### src/rtl/ps2_key_filter_if.sv
// Byte-stream and key-event bundle between a PS/2 receiver/consumer and ps2_key_filter.
// The DUT side uses the slave modport; the side that feeds bytes and consumes events uses master.
interface ps2_key_filter_if;
    logic [7:0] rx_data;
    logic       rx_valid;
    logic       enable;
    logic [7:0] ps2_key_data;
    logic       ps2_key_pressed;
    logic       key_ext;
    logic       key_released;
    logic [7:0] last_data_received;
    logic [3:0] tile_idx;
    logic       tile_valid;

    modport master (
        output rx_data, rx_valid, enable,
        input  ps2_key_data, ps2_key_pressed, key_ext, key_released,
        input  last_data_received, tile_idx, tile_valid
    );

    modport slave (
        input  rx_data, rx_valid, enable,
        output ps2_key_data, ps2_key_pressed, key_ext, key_released,
        output last_data_received, tile_idx, tile_valid
    );
endinterface

### src/rtl/ps2_key_filter.sv
// PS/2 scan-code filter: decodes F0/E0 prefixes and suppresses typematic repeats.
// Optional key-to-tile mapping is built when PS2_TILE_MAP_EN is defined.
module ps2_key_filter #(
    parameter int unsigned TIMEOUT_CYCLES = 2500000
) (
    input  logic            CLOCK_50,
    input  logic            resetn,
    ps2_key_filter_if.slave bus
);
    localparam int unsigned CW = (TIMEOUT_CYCLES < 2) ? 1 : $clog2(TIMEOUT_CYCLES + 1);
    localparam logic [CW-1:0] CNT_LIMIT = CW'(TIMEOUT_CYCLES - 1);
    localparam logic [7:0] BRK_CODE = 8'hF0;
    localparam logic [7:0] EXT_CODE = 8'hE0;

    typedef enum logic [1:0] {
        IDLE   = 2'd0,
        BRK    = 2'd1,
        EXT    = 2'd2,
        EXTBRK = 2'd3
    } state_t;

    state_t        state_q, state_d;
    logic [CW-1:0] cnt_q, cnt_d;
    logic [7:0]    key_data_q;
    logic [7:0]    last_data_q;
    logic          key_ext_q;
    logic          pressed_q;
    logic          released_q;
    logic [8:0]    held_code_q;
    logic          held_valid_q;

    logic          make_s;
    logic          brk_s;
    logic          ext_s;
    logic [8:0]    code_s;
    logic          accept_s;
    logic          release_hit_s;

    // Prefix decoder next state, prefix timeout and make/break event detection
    always_comb begin
        state_d  = state_q;
        cnt_d    = cnt_q;
        make_s   = 1'b0;
        brk_s    = 1'b0;
        if (!bus.enable) begin
            state_d = IDLE;
            cnt_d   = '0;
        end else if (bus.rx_valid) begin
            cnt_d = '0;
            case (state_q)
                IDLE: begin
                    if (bus.rx_data == BRK_CODE) begin
                        state_d = BRK;
                    end else if (bus.rx_data == EXT_CODE) begin
                        state_d = EXT;
                    end else begin
                        make_s = 1'b1;
                    end
                end
                EXT: begin
                    if (bus.rx_data == BRK_CODE) begin
                        state_d = EXTBRK;
                    end else if (bus.rx_data == EXT_CODE) begin
                        state_d = EXT;
                    end else begin
                        make_s  = 1'b1;
                        state_d = IDLE;
                    end
                end
                BRK, EXTBRK: begin
                    if ((bus.rx_data == BRK_CODE) || (bus.rx_data == EXT_CODE)) begin
                        state_d = state_q;
                    end else begin
                        brk_s   = 1'b1;
                        state_d = IDLE;
                    end
                end
                default: begin
                    state_d = IDLE;
                end
            endcase
        end else if (state_q == IDLE) begin
            cnt_d = '0;
        end else if (cnt_q >= CNT_LIMIT) begin
            // a prefix left dangling too long is dropped silently
            state_d = IDLE;
            cnt_d   = '0;
        end else begin
            cnt_d = cnt_q + CW'(1);
        end
    end

    assign ext_s         = (state_q == EXT) || (state_q == EXTBRK);
    assign code_s        = {ext_s, bus.rx_data};
    assign accept_s      = make_s && !(held_valid_q && (held_code_q == code_s));
    assign release_hit_s = brk_s && held_valid_q && (held_code_q == code_s);

    // Decoder state, timeout counter, held key and registered key outputs
    always_ff @(posedge CLOCK_50 or negedge resetn) begin
        if (!resetn) begin
            state_q      <= IDLE;
            cnt_q        <= '0;
            key_data_q   <= 8'h00;
            last_data_q  <= 8'h00;
            key_ext_q    <= 1'b0;
            pressed_q    <= 1'b0;
            released_q   <= 1'b0;
            held_code_q  <= 9'h000;
            held_valid_q <= 1'b0;
        end else begin
            state_q    <= state_d;
            cnt_q      <= cnt_d;
            pressed_q  <= accept_s;
            released_q <= brk_s;
            if (accept_s) begin
                last_data_q  <= key_data_q;
                key_data_q   <= bus.rx_data;
                key_ext_q    <= ext_s;
                held_code_q  <= code_s;
                held_valid_q <= 1'b1;
            end else if (!bus.enable || release_hit_s) begin
                held_valid_q <= 1'b0;
            end else begin
                held_valid_q <= held_valid_q;
            end
        end
    end

    assign bus.ps2_key_data       = key_data_q;
    assign bus.last_data_received = last_data_q;
    assign bus.key_ext            = key_ext_q;
    assign bus.ps2_key_pressed    = pressed_q;
    assign bus.key_released       = released_q;

`ifdef PS2_TILE_MAP_EN
    logic [3:0] tile_idx_q;
    logic       tile_valid_q;
    logic [3:0] tile_s;

    function automatic logic [3:0] tile_of(input logic [7:0] code);
        case (code)
            8'h16:   tile_of = 4'd0;
            8'h1E:   tile_of = 4'd1;
            8'h26:   tile_of = 4'd2;
            8'h25:   tile_of = 4'd3;
            8'h15:   tile_of = 4'd4;
            8'h1D:   tile_of = 4'd5;
            8'h24:   tile_of = 4'd6;
            8'h2D:   tile_of = 4'd7;
            8'h1C:   tile_of = 4'd8;
            8'h1B:   tile_of = 4'd9;
            default: tile_of = 4'hF;
        endcase
    endfunction

    assign tile_s = ext_s ? 4'hF : tile_of(bus.rx_data);

    // Tile lookup registered alongside the press pulse
    always_ff @(posedge CLOCK_50 or negedge resetn) begin
        if (!resetn) begin
            tile_idx_q   <= 4'hF;
            tile_valid_q <= 1'b0;
        end else begin
            tile_valid_q <= accept_s && (tile_s != 4'hF);
            if (accept_s) begin
                tile_idx_q <= tile_s;
            end else begin
                tile_idx_q <= tile_idx_q;
            end
        end
    end

    assign bus.tile_idx   = tile_idx_q;
    assign bus.tile_valid = tile_valid_q;
`else
    assign bus.tile_idx   = 4'hF;
    assign bus.tile_valid = 1'b0;
`endif
endmodule

### src/flat_wrapper.sv
// flat-port wrapper written by rule: the top's interface ports become plain ports
module ps2_key_filter_flat 
#(
    parameter int unsigned TIMEOUT_CYCLES = 2500000
)
  (CLOCK_50, resetn, bus_rx_data, bus_rx_valid, bus_enable, bus_ps2_key_data, bus_ps2_key_pressed, bus_key_ext, bus_key_released, bus_last_data_received, bus_tile_idx, bus_tile_valid);
  ps2_key_filter_if bus_i ();
  input  logic CLOCK_50;
  input  logic resetn;
  input wire logic [$bits(bus_i.rx_data)-1:0] bus_rx_data;
  input wire logic [$bits(bus_i.rx_valid)-1:0] bus_rx_valid;
  input wire logic [$bits(bus_i.enable)-1:0] bus_enable;
  output wire logic [$bits(bus_i.ps2_key_data)-1:0] bus_ps2_key_data;
  output wire logic [$bits(bus_i.ps2_key_pressed)-1:0] bus_ps2_key_pressed;
  output wire logic [$bits(bus_i.key_ext)-1:0] bus_key_ext;
  output wire logic [$bits(bus_i.key_released)-1:0] bus_key_released;
  output wire logic [$bits(bus_i.last_data_received)-1:0] bus_last_data_received;
  output wire logic [$bits(bus_i.tile_idx)-1:0] bus_tile_idx;
  output wire logic [$bits(bus_i.tile_valid)-1:0] bus_tile_valid;
  assign bus_i.rx_data = bus_rx_data;
  assign bus_i.rx_valid = bus_rx_valid;
  assign bus_i.enable = bus_enable;
  assign bus_ps2_key_data = bus_i.ps2_key_data;
  assign bus_ps2_key_pressed = bus_i.ps2_key_pressed;
  assign bus_key_ext = bus_i.key_ext;
  assign bus_key_released = bus_i.key_released;
  assign bus_last_data_received = bus_i.last_data_received;
  assign bus_tile_idx = bus_i.tile_idx;
  assign bus_tile_valid = bus_i.tile_valid;
  ps2_key_filter #(.TIMEOUT_CYCLES(TIMEOUT_CYCLES)) u_core (.CLOCK_50(CLOCK_50), .resetn(resetn), .bus(bus_i));
endmodule
### config.mk
export PLATFORM = sky130hd
export DESIGN_NAME = ps2_key_filter_flat
export DESIGN_NICKNAME = d
export VERILOG_FILES = /design/src/rtl/ps2_key_filter_if.sv /design/src/rtl/ps2_key_filter.sv /design/src/flat_wrapper.sv
export SDC_FILE = /design/constraint.sdc
export NUM_CORES = 1
export LEC_CHECK = 0
export CAP_MARGIN = 5
export CORE_ASPECT_RATIO = 1.1
export CORE_MARGIN = 1.5
export CORE_UTILIZATION = 25
export DETAILED_ROUTE_END_ITERATION = 12
export GPL_TIMING_DRIVEN = 0
export PLACE_DENSITY = 0.44
export REMOVE_ABC_BUFFERS = 1
export SLEW_MARGIN = 15
export SYNTH_ARGS = -nofsm -noshare
export SYNTH_HDL_FRONTEND = slang
export SYNTH_SLANG_ARGS = --single-unit
### constraint.sdc
create_clock -name CLOCK_50 -period 2.66 [get_ports CLOCK_50]
set_input_delay 0.532 -clock CLOCK_50 [delete_from_list [all_inputs] [get_ports CLOCK_50]]
set_output_delay 0.532 -clock CLOCK_50 [all_outputs]
set_load 0.05 [all_outputs]
; Word level (Yosys, flattened, before mapping)
; Index checks and enable logic that the tools add are counted.
[totals]
input_bits = 12
regBits = 53
word_cells = 60
output_inout_bits = 24
[classes]
n_addsub = 1
n_eq_ne = 10
muxes = 25
magnitude_cmp = 1
n_reduce_logical = 14
[op_table]
columns = op, n
row1 = 22-bit 2-to-1 mux, 4
row2 = "22-bit by 1-bit adder with 22-bit output, second input constant", 1
row3 = "22-bit greater-or-equal comparator, second input constant", 1
row4 = 2-bit 2-to-1 mux, 9
row5 = "8-bit equality test, second input constant", 2
row6 = 1-bit 2-to-1 mux, 11
row7 = 9-bit equality test, 1
row8 = 2-bit case mux with 3 select lines, 1
row9 = "2-bit equality test, second input constant", 2
row10 = 1-bit logical AND, 4
row11 = "4-bit by 2-bit != test with 1-bit output, second input constant", 1
row12 = "4-bit != test, second input constant", 1
row13 = 4-bit AND reduction, 1
row14 = 2-bit OR reduction, 2
row15 = 1-bit logical OR, 3
row16 = "3-bit by 2-bit != test with 1-bit output, second input constant", 1
row17 = "3-bit != test, second input constant", 1
row18 = "2-bit by 1-bit equality test with 1-bit output, second input constant", 1
row19 = 1-bit zero test, 2
row20 = 2-bit zero test, 1
row21 = 2-bit nonzero test, 1

; Logic depth before layout (Yosys ltp)
; Gate-level depths: netlist of the first run.
[depth]
word_depth = 11
depth_mapped = 6
depth_no_buf = 5

; Worst setup path before layout of the first run
; OpenSTA, ideal clock, no wires.
[synth_path]
path_type = in2reg
start = in bus_rx_data[1]
end = reg u_core.last_data_q[0], in the netlist u_core.bus.last_data_received[0]
path_stages = 6
setup_ps = 125
arrival_ps = 1891
t_required_ps = 2535
path_buffers = 2
setup_slack_ps = 644
cell_sequence = or3_1 -> o21ba_2 -> buf_2 -> o31ai_2 -> buf_6 -> mux2_2
[synth_between]
elab_chain_len = 7
word_cells_on_any_way = 11
classes_between = 3 x eq/ne / 5 x mux / 3 x reduce/logical
[synth_lines]
columns = element, line
row1 = start: declaration, flat_wrapper.sv:10  ; input wire logic [$bits(bus_i.rx_data)-1:0] bus_rx_data;
row2 = 8-bit equality test, "ps2_key_filter.sv:54, ps2_key_filter.sv:63"
row3 = 1-bit 2-to-1 mux, "ps2_key_filter.sv:54, ps2_key_filter.sv:63"
row4 = 1-bit 2-to-1 mux, ps2_key_filter.sv:61  ; if (bus.rx_data == BRK_CODE) begin
row5 = 1-bit 2-to-1 mux, n/a
row6 = 1-bit 2-to-1 mux, ps2_key_filter.sv:48  ; end else if (bus.rx_valid) begin
row7 = 1-bit 2-to-1 mux, ps2_key_filter.sv:45  ; if (!bus.enable) begin
row8 = 1-bit logical AND *, ps2_key_filter.sv:95  ; assign accept_s = make_s && !(held_valid_q && (held_code_q == code_s));
row9 = end signal: assignment, ps2_key_filter.sv:116  ; last_data_q <= key_data_q;
row10 = end: declaration, ps2_key_filter.sv:25  ; logic [7:0] last_data_q;
; Every way passes the cells marked *; elsewhere a longest branch is shown, timed or not.
; A chain may end at the register's enable or synchronous reset.

; Worst setup path in the final report of the first run
[layout_path]
start = in bus_rx_data[5]
end = reg u_core.key_data_q[1], in the netlist u_core.bus.ps2_key_data[1]
[layout_between]
elab_chain_len = 7
word_cells_on_any_way = 11
classes_between = 3 x eq/ne / 5 x mux / 3 x reduce/logical
[layout_lines]
columns = element, line
row1 = 8-bit equality test, "ps2_key_filter.sv:54, ps2_key_filter.sv:63"
row2 = 1-bit 2-to-1 mux, "ps2_key_filter.sv:54, ps2_key_filter.sv:63"
row3 = 1-bit 2-to-1 mux, ps2_key_filter.sv:61
row4 = 1-bit 2-to-1 mux, n/a
row5 = 1-bit 2-to-1 mux, ps2_key_filter.sv:48
row6 = 1-bit 2-to-1 mux, ps2_key_filter.sv:45
row7 = 1-bit logical AND *, ps2_key_filter.sv:95
row8 = end signal: assignment, ps2_key_filter.sv:117  ; key_data_q <= bus.rx_data;
row9 = end: declaration, ps2_key_filter.sv:24  ; logic [7:0] key_data_q;
; Marked as above.

==> run summary, run 1 <==
For the number of warnings issued by yosys, the log shows 0. Dividing total power by cell area gives a power density of 576 mW/mm^2. The number of CTS-inserted buffers is 5, and the initial core utilization is 26.0%.

The share of the Yosys chip area taken by registers is 47.5%. The die height was 104 um; the share of synthesized registers carrying an async set or reset was 100%. The share of post-route cells with drive strength above 1 was 17.6%; the peak supply drop was 0.191 mV.

STA classifies the critical path startpoint as an input port. TritonCTS built the clock tree. Cells fill 31.7% of the core in the end. The count of input and output buffers came out at 30.

The most used flip-flop cell after synthesis is sky130_fd_sc_hd__dfrtp_1. The total count of max-transition violations in the final report was 0; the number of max-cap violations was 0. Synthesis inferred 44 register bits. Synthesis handed over a netlist of 208 instances. The worst setup path is captured at a flop. At the end of routability-driven placement, the weighted congestion stood at 0.682. Count of unique library cells instantiated by Yosys: 46.

The initialized floorplan defines 36 standard-cell rows. The tools report the I/O pin total as 36. Entering global routing, the biggest net connects 28 pins. Setup repair after global routing left no endpoint under its margin.

0 antenna diodes ended up in the layout. The total standard cell area after synthesis was 0.00232 mm^2; the detailed placer's ending HPWL was 3620 um. The leakage power total came out at 0.00102 uW.

Traced cell by cell, the critical path runs through clkdlybuf4s50_1 > xnor2_1 > nand4_1 > o31ai_4 > mux2_2. The number of antenna violations at the first check in global routing was 0. The horizontal die dimension was 94.8 um. The longest clock path from root to sink contains 2 buffers. Across the routed clock network, the largest skew measured is 0.00416 ns. The run gives 0 as the post-detailed-route DRC marker count. The tightest min-delay check is of the input port to asynchronous set/reset pin type.

The highest clock frequency the design can meet is 450 MHz. Excluding fillers, the count of instances in the completed layout stands at 352. Across all layers, the routed design uses 1673 vias.

In this run the standard cell core region covers 0.00892 mm^2. The run gives 0 as the count of antenna-violating nets left after detailed routing. The run finished with clean final reports. CTS saw 44 sinks. For the pin with the worst max-slew slack, the measured transition is 0.754 ns. The post-detailed-routing wire length is 5150 um. Post-CTS setup-driven buffer insertion count: 0. The tools report the total of endpoints with negative setup slack in the final report as 0. The first-iteration detailed-routing DRC count was 28; the total die area was 0.00986 mm^2.

The vias per cell works out to 4.75. The finished cells cover 0.00283 mm^2. For this run, the total global-route usage over all layers was measured as 11.1%. A synthesized cell averages 11.1 um^2. The number of synthesized flops with an enable pin came out at 0. Clock tree synthesis selected as its root buffer the cell sky130_fd_sc_hd__clkbuf_8.

The tools report the signal arrival time at the worst endpoint as 2.41 ns. The average wire per standard cell was 14.6 um. Clock-pin slew was measured on the worst setup and hold paths at 0.08 ns. The slowest stage cell on the critical path was sky130_fd_sc_hd__o31ai_4. The worst setup path is of the input port to flop kind. The largest stage delay on the critical path works out to 0.60 ns. In this run the cell area measured after placement is 0.00272 mm^2. In this run the tightest slew margin relative to its limit is 49.7%. The run gives 250 as the final net count. The hold violation count in the final report was 0. The final-layout fill cell count is 942. The maximum level of the CTS H-tree was 2. The first global-routing pass estimated 8540 um of wire. The share of the clock period used by the worst path after layout is 83.6%. Relative to the synthesized area, the layout overhead comes to 21.9%. For this run the aggregate overflow at the end of global routing stands at 0.

The run gives 1640 as the via count of the first global-routing pass. At the worst endpoint, the required time is 2.84 ns. The final critical path time including I/O delays and setup is 2.22 ns, and the cell total after placement is 344.

The first TritonRoute pass finished after 4 iterations. The clock reaches the later pin of the worst-skew pair after 0.29 ns. Hold timing on the final database bottoms out at a slack of 0.271 ns.

The maximum fanout along the worst path works out to 12.
area by class of cell:
| class | instances | area [um^2] | share of cell area, % |
|---|---|---|---|
| multi-input cells | 148 | 1130 | 39.9 |
| flip-flops and latches | 44 | 1100 | 39.0 |
| well taps | 114 | 143 | 5.05 |
| inverters | 6 | 22.5 | 0.797 |
| repair buffers | 32 | 338 | 12.0 |
| clock buffers | 7 | 86.3 | 3.06 |
| clock inverters | 1 | 7.51 | 0.266 |
cells by family (layout without fill, tap and decap cells):
group                      count (synthesis)  count (layout)  synth area share, %
and+or+nand+nor                           72              72                 18.6
DFF                                       44              44                 47.5
AOI/OAI and AO/OA                         33              33                 12.0
xor gates and xnor gates                  20              20                 7.56
buffers and inverters                     19              46                 5.18
muxes                                     17              17                 8.26
other                                      2               5                0.324
adders and majority gates                  1               1                0.540
cells in the final DEF, fill, tap and decap left out, types with 3 or more instances in the layout:
| cell | instances |
|---|---|
| sky130_fd_sc_hd__clkbuf_8 | 6 |
| sky130_fd_sc_hd__mux2_2 | 17 |
| sky130_fd_sc_hd__or3_1 | 5 |
| sky130_fd_sc_hd__conb_1 | 5 |
| sky130_fd_sc_hd__nand2_1 | 12 |
| sky130_fd_sc_hd__xor2_1 | 5 |
| sky130_fd_sc_hd__nor4_1 | 3 |
| sky130_fd_sc_hd__a211oi_2 | 5 |
| sky130_fd_sc_hd__dfrtp_1 | 44 |
| sky130_fd_sc_hd__clkdlybuf4s50_1 | 29 |
| sky130_fd_sc_hd__nand4_1 | 4 |
| sky130_fd_sc_hd__inv_1 | 6 |
| sky130_fd_sc_hd__a211oi_1 | 4 |
| sky130_fd_sc_hd__nand3_1 | 7 |
| sky130_fd_sc_hd__o31ai_1 | 6 |
| sky130_fd_sc_hd__nor2_1 | 5 |
| sky130_fd_sc_hd__o21ai_0 | 6 |
| sky130_fd_sc_hd__or4_1 | 5 |
| sky130_fd_sc_hd__nor3_1 | 16 |
| sky130_fd_sc_hd__xnor2_1 | 15 |
registers in the layout (all words and copies together) (netlist names):
name,count
u_core.cnt_q,22
u_core.bus.last_data_received,8
u_core.bus.ps2_key_data,7
u_core.held_code_q,2
u_core.state_q,2
u_core.bus.key_released,1
u_core.bus.ps2_key_pressed,1
u_core.held_valid_q,1
repair_timing:
action                     4_1_cts  5_1_grt
hold buffers                     0        0
setup endpoints to repair        0       11
resized for setup                0        1
stage by stage:
step	setup TNS [ns]	total power (uW)	setup slack, ns
floorplan	0	1040	0.510
global placement	-26.38	1190	-0.532
detailed placement	-2.06	1200	-0.192
CTS	0	1650	0.134
global route	0	1710	0.306
finish	0	1630	0.436
critical path, delay by kind of cell:
family,cells,cell delay [ns]
xor gates and xnor gates,1,0.14
and+or+nand+nor,1,0.19
buffers and inverters,1,0.54
muxes,1,0.40
AOI/OAI and AO/OA,1,0.60
where the power goes:
| part | internal (uW) | total, uW | switching, uW |
|---|---|---|---|
| clock network | 211 | 445 | 233 |
| logic | 158 | 427 | 269 |
| registers | 719 | 755 | 36.4 |
path summary, 6_finish.rpt:
| kind | from | end | slack, ns | cells past startpoint |
|---|---|---|---|---|
| max | bus_rx_data[5] | u_core.bus.ps2_key_data[1] | 0.44 | 5 |
| min | resetn | u_core.bus.last_data_received[6] | 0.27 | 1 |
| max reg2reg | u_core.cnt_q[0] | u_core.state_q[1] | 0.52 | 5 |
| min reg2reg | u_core.cnt_q[0] | u_core.cnt_q[0] | 0.50 | 1 |
| max in group asynchronous | resetn | u_core.bus.last_data_received[3] | 1.87 | 2 |
| min in group CLOCK_50 | u_core.cnt_q[0] | u_core.cnt_q[0] | 0.50 | 1 |
cells in the mapped netlist, drive strengths merged, types with 3 or more instances:
cell	instances	area share, %
o21ai	8	1.7
nor4	3	0.81
nand4	6	2.5
nand3	7	1.5
nand2	12	1.9
buf	11	3.6
xor2	5	1.9
inv	6	0.97
xnor2	15	5.7
or3	5	1.3
mux2	17	8.3
a211oi	9	4.0
dfrtp	44	48
nor2	5	0.81
or4	6	2.1
nor3	16	3.5
o31ai	7	2.5
routing by layer:
layer | track usage (%) | part of all wire (%) | vias to the layer above
met5 | 0 | 0 | -
met4 | 3.20 | 1.2 | 0
met3 | 2.63 | 4.8 | 4
met2 | 17.4 | 46 | 41
met1 | 15.0 | 48 | 809
li1 | - | - | 819
(Power assumes the default switching activity.)
==> run 2, diff against run 1 <==
--- a/config.mk
+++ b/config.mk
@@ -11,7 +11,7 @@
 export CORE_UTILIZATION = 25
 export DETAILED_ROUTE_END_ITERATION = 12
 export GPL_TIMING_DRIVEN = 0
-export PLACE_DENSITY = 0.44
+export PLACE_DENSITY = 0.46
 export REMOVE_ABC_BUFFERS = 1
 export SLEW_MARGIN = 15
 export SYNTH_ARGS = -nofsm -noshare
==> constraint.sdc (replaced) <==
create_clock -name CLOCK_50 -period 1.9 [get_ports CLOCK_50]
set_input_delay 0.38 -clock CLOCK_50 [delete_from_list [all_inputs] [get_ports CLOCK_50]]
set_output_delay 0.38 -clock CLOCK_50 [all_outputs]
set_load 0.05 [all_outputs]
==> run summary, run 2 (synthesis gave the netlist of run 1 again) <==
The flow ran to the end, and the final reports show no timing, DRC or antenna violations. The cell total after placement was 344 (unchanged); the vias per cell was 4.83 (+1.6%). Final cell utilization of the core: 34.3% (+2.6 points). The tools report the post-cts hold buffer count as 0 (unchanged). For this run, the top clock speed supported by timing is 545 MHz.

The tools report the maximum number of buffers from clock root to sink as 2 (unchanged). The logs give 0 ns (unchanged) for the aggregate negative setup slack and 371 (+5.4%) for the final cell count without fillers. The count of cells along the worst register-to-register path was 6 (+1). The logs give 1791 (+7.1%) for the routed via count and 66.5% (+17 points) for the worst slew margin relative to its limit.

Transition time at the pin with the least slew margin: 0.501 ns (-0.253 ns). The switching power summed over all nets is 773 uW (+44%), and the horizontal die dimension is 94.8 um (unchanged). The run gives 1759 (+7.3%) as the via count of the first global-routing pass. The number of CTS-inserted buffers was 5 (unchanged). The ratio of total power to cell area is 751 mW/mm^2 (+30%). For the internal power of the cells, the log shows 1520 uW (+40%). The count of antenna-violating nets left after detailed routing came out at 0 (unchanged). In the layout the commonest cells are sky130_fd_sc_hd__dfrtp_1, sky130_fd_sc_hd__mux2_2, sky130_fd_sc_hd__dlygate4sd2_1.

For the clock latency on the worst-skew pair, the log shows 0.30 ns (about the same). The largest stage delay on the critical path is 0.80 ns (+0.20 ns). The worst setup path is launched from a flop. The peak supply drop is 0.272 mV (+43%), and the share of total power in the clock network is 27.5% (+0.2 points).

The endpoint identified for the worst register-to-register timing path is u_core.cnt_q[14]. The number of max-cap violations came out at 0 (unchanged). The maximum fanout along the worst path was 2 (-10); the placeable core area was 0.00892 mm^2 (unchanged). The die height works out to 104 um (unchanged). The run gives 0 (unchanged) as the hold violation count in the final report.

The startpoint identified for the worst register-to-register timing path is u_core.cnt_q[1]. The average wire per standard cell was 14.9 um (+1.7%); the global-route total usage across every layer was 11.8% (+0.71 points). STA classifies the critical path endpoint as an output port.

The logs give 44 (unchanged) for the count of clock tree sinks and 0.10 ns (-0.42 ns) for the worst setup slack for register-to-register paths. Clock tree synthesis selected as its root buffer the cell sky130_fd_sc_hd__clkbuf_8. The minimum setup slack after placement was -0.835 ns (-0.643 ns).

u_core.cnt_q holds more flip-flops than any other register. The total die area was 0.00986 mm^2 (unchanged). The largest delay contributor family on the critical path was buffers and inverters. The required time of the critical path was 1.52 ns (-1.32 ns). The I/O pin total was 36 (unchanged); the post-detailed-route DRC marker count was 0 (unchanged).

The logs give 26.5% (+0.3 points) for the combinational cell fraction of total power and 0 (unchanged) for the number of antenna violations at the first check in global routing. For the final weighted congestion in routability-driven placement, the log shows 0.684 (+0.26%). The count of input and output buffers is 30 (unchanged), and the global-route congestion overflow total is 0 (unchanged). The final critical path time including I/O delays and setup is 1.83 ns.

The critical path goes through clkdlybuf4s50_1. The signed area change from the synthesized netlist to the final layout came out at 32.0%. Leakage power total: 0.00116 uW (+13%). On the critical path, the stage with the largest delay is an instance of sky130_fd_sc_hd__clkdlybuf4s50_1. The wire length of the first global-routing pass came out at 9150 um (+7.1%).

The number of buffers and inverters on the critical path is 1 (unchanged), and the row count is 36 (unchanged). The library cell used most frequently in the layout, excluding fill and tap cells, is sky130_fd_sc_hd__dfrtp_1. The path class of the tightest hold or removal check is input port to asynchronous set/reset pin. The switching share of power is 33.6% (+0.56 points).

The number of flip-flops under the largest register name works out to 22 (unchanged). The largest net degree at the start of global routing is 26 (-7.1%), and the detailed placer's ending HPWL is 3610 um (-0.31%). The path type of the worst setup path was flop to output port. The clock input transition at the sequential cells of the worst setup and hold paths was 0.09 ns (about the same); the worst-case clock skew was 0.00598 ns (+0.00182 ns). The number of iterations in the first detailed-routing pass is 4 (unchanged). The tools report the post-detailed-routing wire length as 5520 um (+7.2%). The first-iteration detailed-routing DRC count is 76 (+170%).

Dividing the final minimum period by the clock period gives 96.6%. The total count of max-transition violations in the final report came out at 0 (unchanged). The worst hold slack was 0.0319 ns (-0.239 ns).

The logs give 0.0653 ns (-0.371 ns) for the final worst setup slack and 0 (unchanged) for the total of endpoints with negative setup slack in the final report. TritonCTS built the clock tree. The final-layout fill cell count was 927 (-1.6%). The final net count is 269 (+7.6%). The signal arrival time at the worst endpoint was 1.45 ns (-0.96 ns); the initial core utilization was 26.0% (unchanged). The logs give 2 (unchanged) for the maximum level of the CTS H-tree and 46.0% (-0.4 points) for the share of power burned in registers. The number of antenna diodes is 0 (unchanged), and the share of post-route cells with drive strength above 1 is 28.8% (+11 points).
-- run 2: worst max-delay path by stage --
stage / start / to / slack [ns] / depth (start not counted)
finish: u_core.bus.last_data_received[0] / bus_last_data_received[0] / 0.07 / 1
global route: u_core.bus.ps2_key_data[0] / u_core.held_code_q[7] / -0.007 / 6
floorplan: u_core.bus.ps2_key_data[3] / u_core.bus.last_data_received[0] / -0.25 / 4
CTS: u_core.cnt_q[9] / u_core.state_q[1] / 0.001 / 4
global placement: u_core.state_q[1] / u_core.cnt_q[3] / -1.28 / 2
detailed placement: bus_rx_data[5] / u_core.bus.last_data_received[7] / -0.84 / 5
-- run 2: timing repair --
| item | 4_1_cts | 5_1_grt |
|---|---|---|
| pin swaps | 7 | 4 |
| cloned | 2 | 0 |
| resized for setup | 25 | 12 |
| setup endpoints to repair | 44 | 27 |
| setup buffers | 11 | 6 |
-- run 2: metrics by stage --
stage                     power (uW)  area, um^2
after floorplan                 1450        2230
after global placement          1670        2670
after detailed placement        1680        2710
after CTS                       2330        2960
after global routing            2420        3060
final                           2300        3060
-- run 2: worst register-to-register path: stages (launching register included) --
cell and delay, ns:
sky130_fd_sc_hd__dfrtp_1 0.41, sky130_fd_sc_hd__ha_4 0.16, sky130_fd_sc_hd__and4_4 0.25, sky130_fd_sc_hd__nand4_4 0.14, sky130_fd_sc_hd__buf_4 0.19, sky130_fd_sc_hd__or3_1 0.35, sky130_fd_sc_hd__a211oi_2 0.21
-- run 2: power groups by stage --
stage | Combinational (uW) | Sequential [uW] | Clock, uW
2_1_floorplan | 136 | 1320 | 0
3_3_place_gp | 594 | 1080 | 0
3_5_place_dp | 601 | 1080 | 0
4_1_cts | 611 | 1060 | 663
5_1_grt | 643 | 1070 | 704
6_report | 608 | 1060 | 632
-- run 2: metal layers --
layer	vias to the layer above	track usage, %	wire length (um)
met5	-	0	0
met4	0	4.16	100
met3	7	3.00	262
met2	45	18.6	2660
met1	883	15.5	2500
li1	856	-	-
-- run 2: area by class of cell --
type	count	area (um^2)	area share, %
multi-input combinational	149	1210	39.4
sequential	44	1110	36.2
timing repair buffer	50	485	15.9
tap	114	143	4.66
clock buffer	7	86.3	2.82
inverter	6	22.5	0.736
clock inverter	1	7.51	0.245
==> run 3, diff against run 2 <==
--- a/config.mk
+++ b/config.mk
@@ -7,11 +7,10 @@
 export LEC_CHECK = 0
 export CAP_MARGIN = 5
 export CORE_ASPECT_RATIO = 1.1
-export CORE_MARGIN = 1.5
 export CORE_UTILIZATION = 25
 export DETAILED_ROUTE_END_ITERATION = 12
 export GPL_TIMING_DRIVEN = 0
-export PLACE_DENSITY = 0.46
+export PLACE_DENSITY = 0.44
 export REMOVE_ABC_BUFFERS = 1
 export SLEW_MARGIN = 15
 export SYNTH_ARGS = -nofsm -noshare
==> constraint.sdc (replaced) <==
create_clock -name CLOCK_50 -period 2.3 [get_ports CLOCK_50]
set_input_delay 0.46 -clock CLOCK_50 [delete_from_list [all_inputs] [get_ports CLOCK_50]]
set_output_delay 0.46 -clock CLOCK_50 [all_outputs]
set_load 0.05 [all_outputs]
==> run summary, run 3 (synthesis gave the netlist of run 1 again) <==
The count of clock tree sinks was 44 (unchanged). The largest net degree at the start of global routing came out at 26 (unchanged). Walking the worst path, the cells encountered are clkdlybuf4s50_1 > xnor2_1 > nand4_1 > o31ai_4 > mux2_2. The maximum level of the CTS H-tree came out at 2 (unchanged).

The tools report the reg-to-reg startpoint as u_core.cnt_q[0]. The logs give 0 (unchanged) for the number of antenna violations at the first check in global routing and 0.234 mV (-14%) for the peak supply drop. The count of input and output buffers was 30 (unchanged); the global-route total usage across every layer was 11.8% (about the same). The tools report the count of antenna-violating nets left after detailed routing as 0 (unchanged). The final critical path time including I/O delays and setup works out to 2.18 ns. The tools report the number of max-cap violations as 0 (unchanged). The global-route congestion overflow total is 0 (unchanged), and the share of the clock period used by the worst path after layout is 94.7%. Final net count: 250 (-7.1%). The detailed placer's ending HPWL was 3600 um (-0.14%); the signed area change from the synthesized netlist to the final layout was 21.8%. The vias per cell was 4.78 (-1.0%); the final cell utilization of the core was 31.6% (-2.7 points). For the required time of the critical path, the log shows 2.49 ns (+0.97 ns). Static timing analysis puts the maximum clock frequency at 459 MHz. The number of flip-flops under the largest register name is 22 (unchanged), and the total die area is 0.00966 mm^2 (-2.0%).

The worst slew margin relative to its limit came out at 50.4% (-16 points). The row count was 36 (unchanged). The clock input transition at the sequential cells of the worst setup and hold paths was 0.09 ns (about the same). The slowest stage of the critical path belongs to the cell sky130_fd_sc_hd__o31ai_4. Setup repair after global routing left no endpoint under its margin. For the hold violation count in the final report, the log shows 0 (unchanged). The final weighted congestion in routability-driven placement is 0.676 (-1.1%), and the ratio of total power to cell area is 672 mW/mm^2 (-11%). The count of cells along the worst register-to-register path came out at 5 (-1).

Clock tree synthesis selected as its root buffer the cell sky130_fd_sc_hd__clkbuf_8. The number of antenna diodes is 0 (unchanged), and the first-iteration detailed-routing DRC count is 53 (-30%). Path type of the worst setup path: input port to flop. The horizontal die dimension is 93.8 um (-1.1%), and the routed via count is 1682 (-6.1%).

The maximum number of buffers from clock root to sink came out at 2 (unchanged). TritonCTS built the clock tree. The initial core utilization is 26.0% (unchanged). The number of CTS-inserted buffers is 5 (unchanged), and the I/O pin total is 36 (unchanged). For the worst setup slack for register-to-register paths, the log shows 0.19 ns (+0.09 ns). The logs give 0 (unchanged) for the total of endpoints with negative setup slack in the final report and 1683 (-4.3%) for the via count of the first global-routing pass.

The logs give 8670 um (-5.3%) for the wire length of the first global-routing pass and 0.30 ns (about the same) for the clock latency on the worst-skew pair. The run gives 0.00292 ns (-0.00306 ns) as the worst-case clock skew. The library cells used most frequently in the layout, excluding fill and tap cells, are sky130_fd_sc_hd__dfrtp_1, sky130_fd_sc_hd__clkdlybuf4s50_1, sky130_fd_sc_hd__mux2_2. The worst hold slack is 0.175 ns (+0.143 ns), and the die height is 103 um (-0.96%). The library cell used most frequently in the layout, excluding fill and tap cells, is sky130_fd_sc_hd__dfrtp_1. The largest stage delay on the critical path works out to 0.62 ns (-0.18 ns).

The post-cts hold buffer count was 0 (unchanged). Leakage power total: 0.00102 uW (-12%). The number of iterations in the first detailed-routing pass is 4 (unchanged). For the post-detailed-routing wire length, the log shows 5140 um (-7.0%).

The number of buffers and inverters on the critical path is 1 (unchanged), and the average wire per standard cell is 14.6 um (-2.0%). The flow ran to the end, and the final reports show no timing, DRC or antenna violations. The aggregate negative setup slack was 0 ns (unchanged). The share of post-route cells with drive strength above 1 is 17.6% (-11 points), and the transition time at the pin with the least slew margin is 0.742 ns (+0.241 ns).

The beginning of the critical path is bus_rx_data[0]. The signal arrival time at the worst endpoint is 2.37 ns (+0.92 ns). Ranked by flip-flop count, first place goes to u_core.cnt_q. Grouping stages by cell kind, the critical path spends the most delay in compound AO/OA/AOI/OAI gates. Maximum fanout along the worst path: 12 (+10). The run gives 0 (unchanged) as the post-detailed-route DRC marker count.

The class of the tightest hold or removal check was input port to asynchronous set/reset pin. The total count of max-transition violations in the final report is 0 (unchanged). The worst setup path is launched from an input port. In this run the critical register-to-register path is captured at u_core.state_q[1]. STA classifies the critical path endpoint as a flop. The placeable core area was 0.00892 mm^2 (unchanged).
## run 3: cell types whose count changed in the layout (fill, tap and decap cells not counted), sizes merged
cell / before / now
buf: 21 / 3
a21oi: 2 / 1
clkdlybuf4s50: 12 / 29
dlygate4sd2: 17 / 0
## run 3: through the flow
step / setup slack, ns / std cells / cell area, um^2 / power, uW
after floorplan: 0.150 / 198 / 2230 / 1200
after global placement: -0.884 / 342 / 2670 / 1380
after detailed placement: -0.510 / 344 / 2720 / 1390
after CTS: 0.0937 / 352 / 2820 / 1930
after global routing: 0.00634 / 352 / 2820 / 1990
final: 0.122 / 352 / 2820 / 1900
## run 3: report_power, final
group	switching [uW]	total, uW	leakage [uW]	internal (uW)
registers	41.1	872	0.000577	831
clock network	283	528	0.0000445	245
logic	313	496	0.000397	183
total	637	1900	0.00102	1260
## run 3: what timing repair did
| item | in CTS | in global routing |
|---|---|---|
| setup endpoints to repair | 11 | 0 |
| resized for setup | 1 | 0 |
| buffers inserted | 0 | 0 |
## run 3: worst max-delay path by stage
stage | endpoint | slack (ns) | depth (start not counted)
6_report | u_core.bus.ps2_key_data[1] | 0.12 | 5
5_1_grt | u_core.held_code_q[7] | 0.006 | 5
4_1_cts | u_core.bus.last_data_received[0] | 0.09 | 5
3_5_place_dp | u_core.bus.last_data_received[0] | -0.51 | 5
3_3_place_gp | u_core.cnt_q[2] | -0.88 | 2
2_1_floorplan | u_core.bus.last_data_received[0] | 0.15 | 4
## run 3: routing by layer
metal / up-vias / track usage, % / part of all wire, %
li1: 814 / - / -
met1: 810 / 15.3 / 47
met2: 53 / 19.3 / 47
met3: 5 / 2.58 / 5.2
met4: 0 / 4.62 / 1.5
met5: - / 0 / 0
## run 3: final cells by class
cell class / instances / area (um^2)
clock buffers: 7 / 86.3
clock inverters: 1 / 7.51
fillers: 926 / 6100
inverters: 6 / 22.5
multi-input cells: 148 / 1130
flip-flops and latches: 44 / 1100
well taps: 114 / 143
repair buffers: 32 / 334
==> patch 1, RTL diff (config.mk and constraints of run 2) <==
Encoding of `state_t`: now Gray code (2 bits for 4 states).
--- a/src/rtl/ps2_key_filter.sv
+++ b/src/rtl/ps2_key_filter.sv
@@ -13,10 +13,10 @@
     localparam logic [7:0] EXT_CODE = 8'hE0;
 
     typedef enum logic [1:0] {
-        IDLE   = 2'd0,
-        BRK    = 2'd1,
-        EXT    = 2'd2,
-        EXTBRK = 2'd3
+        IDLE   = 2'b00,
+        BRK    = 2'b01,
+        EXT    = 2'b11,
+        EXTBRK = 2'b10
     } state_t;
 
     state_t        state_q, state_d;
Behaviour: no difference found for any inputs over 4 cycles, from zero or initial values and one cycle with resetn low; so few cycles prove little.
==> patch 1 against run 2 <==
  * The run now ends with setup timing left
  * Worst setup slack worse by 0.17 ns
  * Cell area is 1.1% higher
  * Routed wire length is 8.2% lower
  * Sequential cell count stayed put
  * Sequential share of layout area fell by 0.44 points
  * Cell count rose by 0.27%
  * First-iteration DRC count fell by 58%
  * Utilization is 0.55 points higher
  * Global-route usage is 0.34 points lower
  * Synthesized area fell by 1.6%
  * Critical endpoint is now u_core.cnt_q[10]
  * Highest routed layer unchanged
Power is not compared: it rests on default switching activity, and its combinational part moved more than twofold at a synthesized area within 25%.
==> patch 1: results (changes against run 2) <==
- Leakage: 1.34 nW
- Yosys warning total: 0 (unchanged)
- Critical path's slowest cell: or3_4 (was clkdlybuf4s50_1)
- CTS H-tree lvls: 2 (unchanged)
- Post-DP HPWL: 3.31 mm (was 3.61 mm)
- Most common library cells after synthesis: 44 x dfrtp_1, 26 x nor2_1, 15 x xor2_1 (was 44 x dfrtp_1, 17 x mux2_2, 16 x nor3_1)
- Fraction of layout cells with a size suffix above 1: 32.9% (was 28.8%)
- First-pass GRT wire length: 8.75 mm (was 9.15 mm)
- Final setup fails: 37 (was 0)
- Synth cell types: 41 (was 46)
- Antenna Cells: 0 (unchanged)
- Layout Nets: 273 (was 269)
- 1st-pass router iterations: 4 (unchanged)
- Worst path max stage delay: 0.45 ns (was 0.80 ns)
- Total wire length: 5.07 mm (was 5.52 mm)
- Sum Neg Setup Slack: -1.85 ns (was 0 ns)
- Worst Skew: 0.00826 ns (was 0.00598 ns)
- Largest Register: u_core.cnt_q (unchanged)
- Initial antenna violation count: 0 (unchanged)
- Violated checks: setup timing
- Largest net degree at the start of global routing: 28 (was 26)
- GR Util All Layers: 11.5% (was 11.8%)
- Cell family with the largest share of critical-path delay: simple AND/OR/NAND/NOR gates (was buffers and inverters)
- Clock Latency Late Sink: 0.30 ns (about the same)
- Top cells by area, synth: dfrtp_1 48%, xor2_1 5.8%, mux2_4 5.3% (was dfrtp_1 48%, mux2_2 8.3%, xnor2_1 5.7%)
- Reg clk slew, reported paths: 0.09 ns (about the same)
- Final setup margin: -0.102 ns (was 0.0653 ns)
- Arrival time worst endpoint: 2.24 ns (was 1.45 ns)
- Routability cong.: 0.724 (was 0.684)
- CTS Root Cell: clkbuf_8 (unchanged)
- TritonCTS buffer count: 5 (unchanged)
- Async SR Flop Fraction: 100% (unchanged)
- Worst-Margin Slew: 0.508 ns (was 0.501 ns)
- Worst-path maximum fanout: 6 (was 2)
- Peak VDD IR: 0.375 mV
- Clock buffer depth: 2 (unchanged)
- Status: finished, violations left (was completed)
- Grt total ovfl: 0 (unchanged)
- Seq/Total Area, Yosys: 48.3% (was 47.5%)
- Max FFs per register: 22 (unchanged)
- Hold WC Path Type: primary input to asynchronous set/reset pin (unchanged)
- Via count: 1665 (was 1791)
- 1st-iter DRT viols: 32 (was 76)
- Vias in the first global route: 1775 (was 1759)
- Port Buf Inserts: 30 (unchanged)
patch 1: cell count changes in the layout (fill, tap and decap cells not counted), moves of 5 or more:
cell | run 2 | this run
dlymetal6s2s_1 | 0 | 7
mux2_4 | 0 | 8
xor2_1 | 5 | 15
mux2_2 | 17 | 9
a211oi_2 | 6 | 0
nor3_1 | 16 | 0
nor2_1 | 5 | 15
o31ai_1 | 6 | 0
nand3_1 | 7 | 12
nor2_2 | 0 | 8
and3_1 | 1 | 7
patch 1: worst paths after layout:
path                                       start                          to  slack, ns  depth (start not counted)
max in group asynchronous                 resetn             u_core.cnt_q[7]       1.38                          2
worst min-delay path                      resetn  u_core.bus.ps2_key_data[6]      0.002                          1
worst max register to register  u_core.cnt_q[15]            u_core.cnt_q[10]      -0.10                          6
min in group CLOCK_50             bus_rx_data[6]  u_core.bus.ps2_key_data[6]       0.39                          2
worst min register to register   u_core.cnt_q[0]             u_core.cnt_q[0]       0.49                          1
worst max-delay path            u_core.cnt_q[15]            u_core.cnt_q[10]      -0.10                          6
patch 1: cells by family (layout without fill, tap and decap cells):
kind of cell | count (synthesis) | count (layout) | synth area share, %
simple gates | 79 | 81 | 18.4
other cells | 2 | 5 | 0.329
compound gates | 17 | 17 | 5.21
buf+inv | 16 | 62 | 5.16
mux | 17 | 17 | 9.71
flops | 44 | 44 | 48.3
fa+ha+maj | 4 | 4 | 2.19
xor+xnor | 28 | 28 | 10.8
patch 1: metrics by stage:
stage / instances / instance area, sq um / hold WS [ns] / worst slack [ns] / utilization, %
4_1_cts: 369 / 2990 / 0.0124 / -0.103 / 33.7
2_1_floorplan: 200 / 2200 / 0.0844 / -0.207 / -
6_report: 372 / 3090 / 0.00177 / -0.102 / 34.8
5_1_grt: 372 / 3090 / 0.0245 / -0.190 / 34.8
3_3_place_gp: 344 / 2640 / 0.474 / -0.902 / 29.8
3_5_place_dp: 345 / 2660 / 0.355 / -0.717 / 29.9
patch 1: routing by layer:
metal	vias up	share of wire (%)	global-route usage, %
li1	808	-	-
met1	810	45	14.7
met2	37	49	19.7
met3	10	4.2	2.34
met4	0	1.7	3.44
met5	-	0	0
patch 1: cell type report:
cell class                 count  area (sq um)
timing repair buffer          48           455
clock buffer                   5          68.8
sequential                    44          1110
tap                          114           143
clock inverter                 3          23.8
fill                         915          5780
inverter                       6          22.5
multi-input combinational    152          1270
patch 1: what timing repair did:
action / CTS / global route
cloned: 2 / 0
setup buffers: 14 / 3
setup endpoints to repair: 52 / 45
pin swaps: 22 / 7
resized for setup: 49 / 21
patch 1: power by group:
part           leakage (nW)  switching [W]  internal, W
logic                 0.734        0.00123     0.000841
clock network        0.0404       0.000346     0.000261
registers             0.567       0.000204      0.00117
total                  1.34        0.00178      0.00227
==> patch 2, RTL diff (flow settings as in run 2) <==
Made on the original files. `TIMEOUT_CYCLES` is set to 2500000 in 2 places; all go to 1250000.
--- a/src/rtl/ps2_key_filter.sv
+++ b/src/rtl/ps2_key_filter.sv
@@ -1,7 +1,7 @@
 // PS/2 scan-code filter: decodes F0/E0 prefixes and suppresses typematic repeats.
 // Optional key-to-tile mapping is built when PS2_TILE_MAP_EN is defined.
 module ps2_key_filter #(
-    parameter int unsigned TIMEOUT_CYCLES = 2500000
+    parameter int unsigned TIMEOUT_CYCLES = 1250000
 ) (
     input  logic            CLOCK_50,
     input  logic            resetn,
--- a/src/flat_wrapper.sv
+++ b/src/flat_wrapper.sv
@@ -1,7 +1,7 @@
 // flat-port wrapper written by rule: the top's interface ports become plain ports
 module ps2_key_filter_flat 
 #(
-    parameter int unsigned TIMEOUT_CYCLES = 2500000
+    parameter int unsigned TIMEOUT_CYCLES = 1250000
 )
   (CLOCK_50, resetn, bus_rx_data, bus_rx_valid, bus_enable, bus_ps2_key_data, bus_ps2_key_pressed, bus_key_ext, bus_key_released, bus_last_data_received, bus_tile_idx, bus_tile_valid);
   ps2_key_filter_if bus_i ();
Function: no difference found for any inputs over 4 cycles, from zero or initial values and one cycle with resetn low; that may be too few to reach the edited logic, so the function may still have changed.
==> patch 2 against run 2 <==
  * Cell area shrank 8.6%
  * Worst setup slack lost 0.0056 ns
  * Largest power group unchanged
  * Total power shrank 4.5%
  * Synthesized area shrank 9.4%
  * Sequential cell count shrank 1
  * Clock power shrank 6.2%
  * Critical path type unchanged
  * Worst hold slack gained 0.020 ns
  * Die area shrank 9.1%
  * Routed wire length shrank 16%
==> patch 2: results (changes against run 2) <==
- Status: completed (unchanged)
- Most common library cells after synthesis: 43 x dfrtp_1, 28 x nor2_1, 17 x xor2_1 (was 44 x dfrtp_1, 17 x mux2_2, 16 x nor3_1)
- Worst-path maximum fanout: 2 (unchanged)
- Layout Nets: 254 (was 269)
- Routability cong.: 0.714 (was 0.684)
- GR Util All Layers: 10.7% (was 11.8%)
- Seq/Total Area, Yosys: 51.3% (was 47.5%)
- Count leader, synth: dfrtp_1 (unchanged)
- Critical path's slowest cell: clkdlybuf4s50_1 (unchanged)
- Clock Latency Late Sink: 0.30 ns (about the same)
- Yosys warning total: 0 (unchanged)
- Largest net degree at the start of global routing: 24 (was 26)
- Placed insts: 329 (was 344)
- Max FFs per register: 21 (was 22)
- Place WS: -0.679 ns (was -0.835 ns)
- Vias in the first global route: 1524 (was 1759)
- Worst Skew: 0.00726 ns (was 0.00598 ns)
- Fraction of layout cells with a size suffix above 1: 22.7% (was 28.8%)
- Synth cell types: 39 (was 46)
- 1st-iter DRT viols: 41 (was 76)
- Port Buf Inserts: 30 (unchanged)
- Worst-Margin Slew: 0.533 ns (was 0.501 ns)
- Leakage: 1.19 nW (was 1.16 nW)
- Total wire length: 4.66 mm (was 5.52 mm)
- Post-DP HPWL: 3.17 mm (was 3.61 mm)
- Vias/cell: 4.49 (was 4.83)
- Final cell count without fillers: 350 (was 371)
- Reg clk slew, reported paths: 0.09 ns (about the same)
- Synthesized netlist cell count: 194 (was 208)
- First-pass GRT wire length: 7.62 mm (was 9.15 mm)
- Fillcell total: 828 (was 927)
- Top cells by area, synth: dfrtp_1 51%, xor2_1 7.1%, mux2_2 6.4% (was dfrtp_1 48%, mux2_2 8.3%, xnor2_1 5.7%)
- Peak VDD IR: 0.400 mV (was 0.272 mV)
## patch 2: metrics by stage
stage	instance area [sq um]	TNS, ns
after floorplan	2050	-1.11
after global placement	2480	-57.49
after detailed placement	2510	-15.13
after CTS	2690	0
after global routing	2800	-0.0167
final	2800	0
## patch 2: timing repair
action / 4_1_cts / 5_1_grt
endpoints found under the hold margin: 0 / 0
buffers inserted: 4 / 8
gates cloned: 1 / 0
setup endpoints to repair: 42 / 31
gates resized for setup: 18 / 16
pin swaps: 4 / 9
## patch 2: layout make-up
cell class,count,area share (%)
Clock inverter,2,0.447
Timing Repair Buffer,45,15.6
Sequential cell,43,38.7
Clock buffer,6,2.60
Tap cell,108,4.83
Inverter,7,0.940
Multi-Input combinational cell,139,37.0
## patch 2: cells by family after synthesis
kind of cell	Yosys count	synth area share, %
AOI/OAI and AO/OA	19	7.39
xor gates and xnor gates	27	11.3
adders and majority gates	1	0.596
buffers and inverters	16	4.23
DFF	43	51.3
muxes	13	6.97
other	2	0.358
and+or+nand+nor	73	17.9
## patch 2: routing by layer
| metal | vias to the layer above | track usage [%] | share of wire (%) |
|---|---|---|---|
| met4 | 0 | 5.25 | 2.4 |
| met5 | - | 0 | 0 |
| li1 | 758 | - | - |
| met1 | 778 | 14.2 | 48 |
| met2 | 26 | 17.1 | 47 |
| met3 | 8 | 1.76 | 2.4 |
## patch 2: path summary, 6_finish.rpt
| kind | from | to | slack [ns] | cells after the start |
|---|---|---|---|---|
| max reg2reg | u_core.cnt_q[11] | u_core.cnt_q[10] | 0.10 | 7 |
| min | resetn | u_core.cnt_q[19] | 0.05 | 1 |
| max in group asynchronous | resetn | u_core.cnt_q[8] | 1.34 | 2 |
| min reg2reg | u_core.bus.last_data_received[4] | u_core.bus.last_data_received[4] | 0.51 | 1 |
| max | u_core.bus.last_data_received[4] | bus_last_data_received[4] | 0.06 | 1 |
| min in group CLOCK_50 | bus_rx_data[7] | u_core.held_code_q[7] | 0.40 | 3 |
## patch 2: where the power goes
part | switching, W | internal, W
Sequential | 0.0000473 | 0.000983
Clock | 0.000335 | 0.000258
Combinational | 0.000371 | 0.000200
Total | 0.000754 | 0.00144
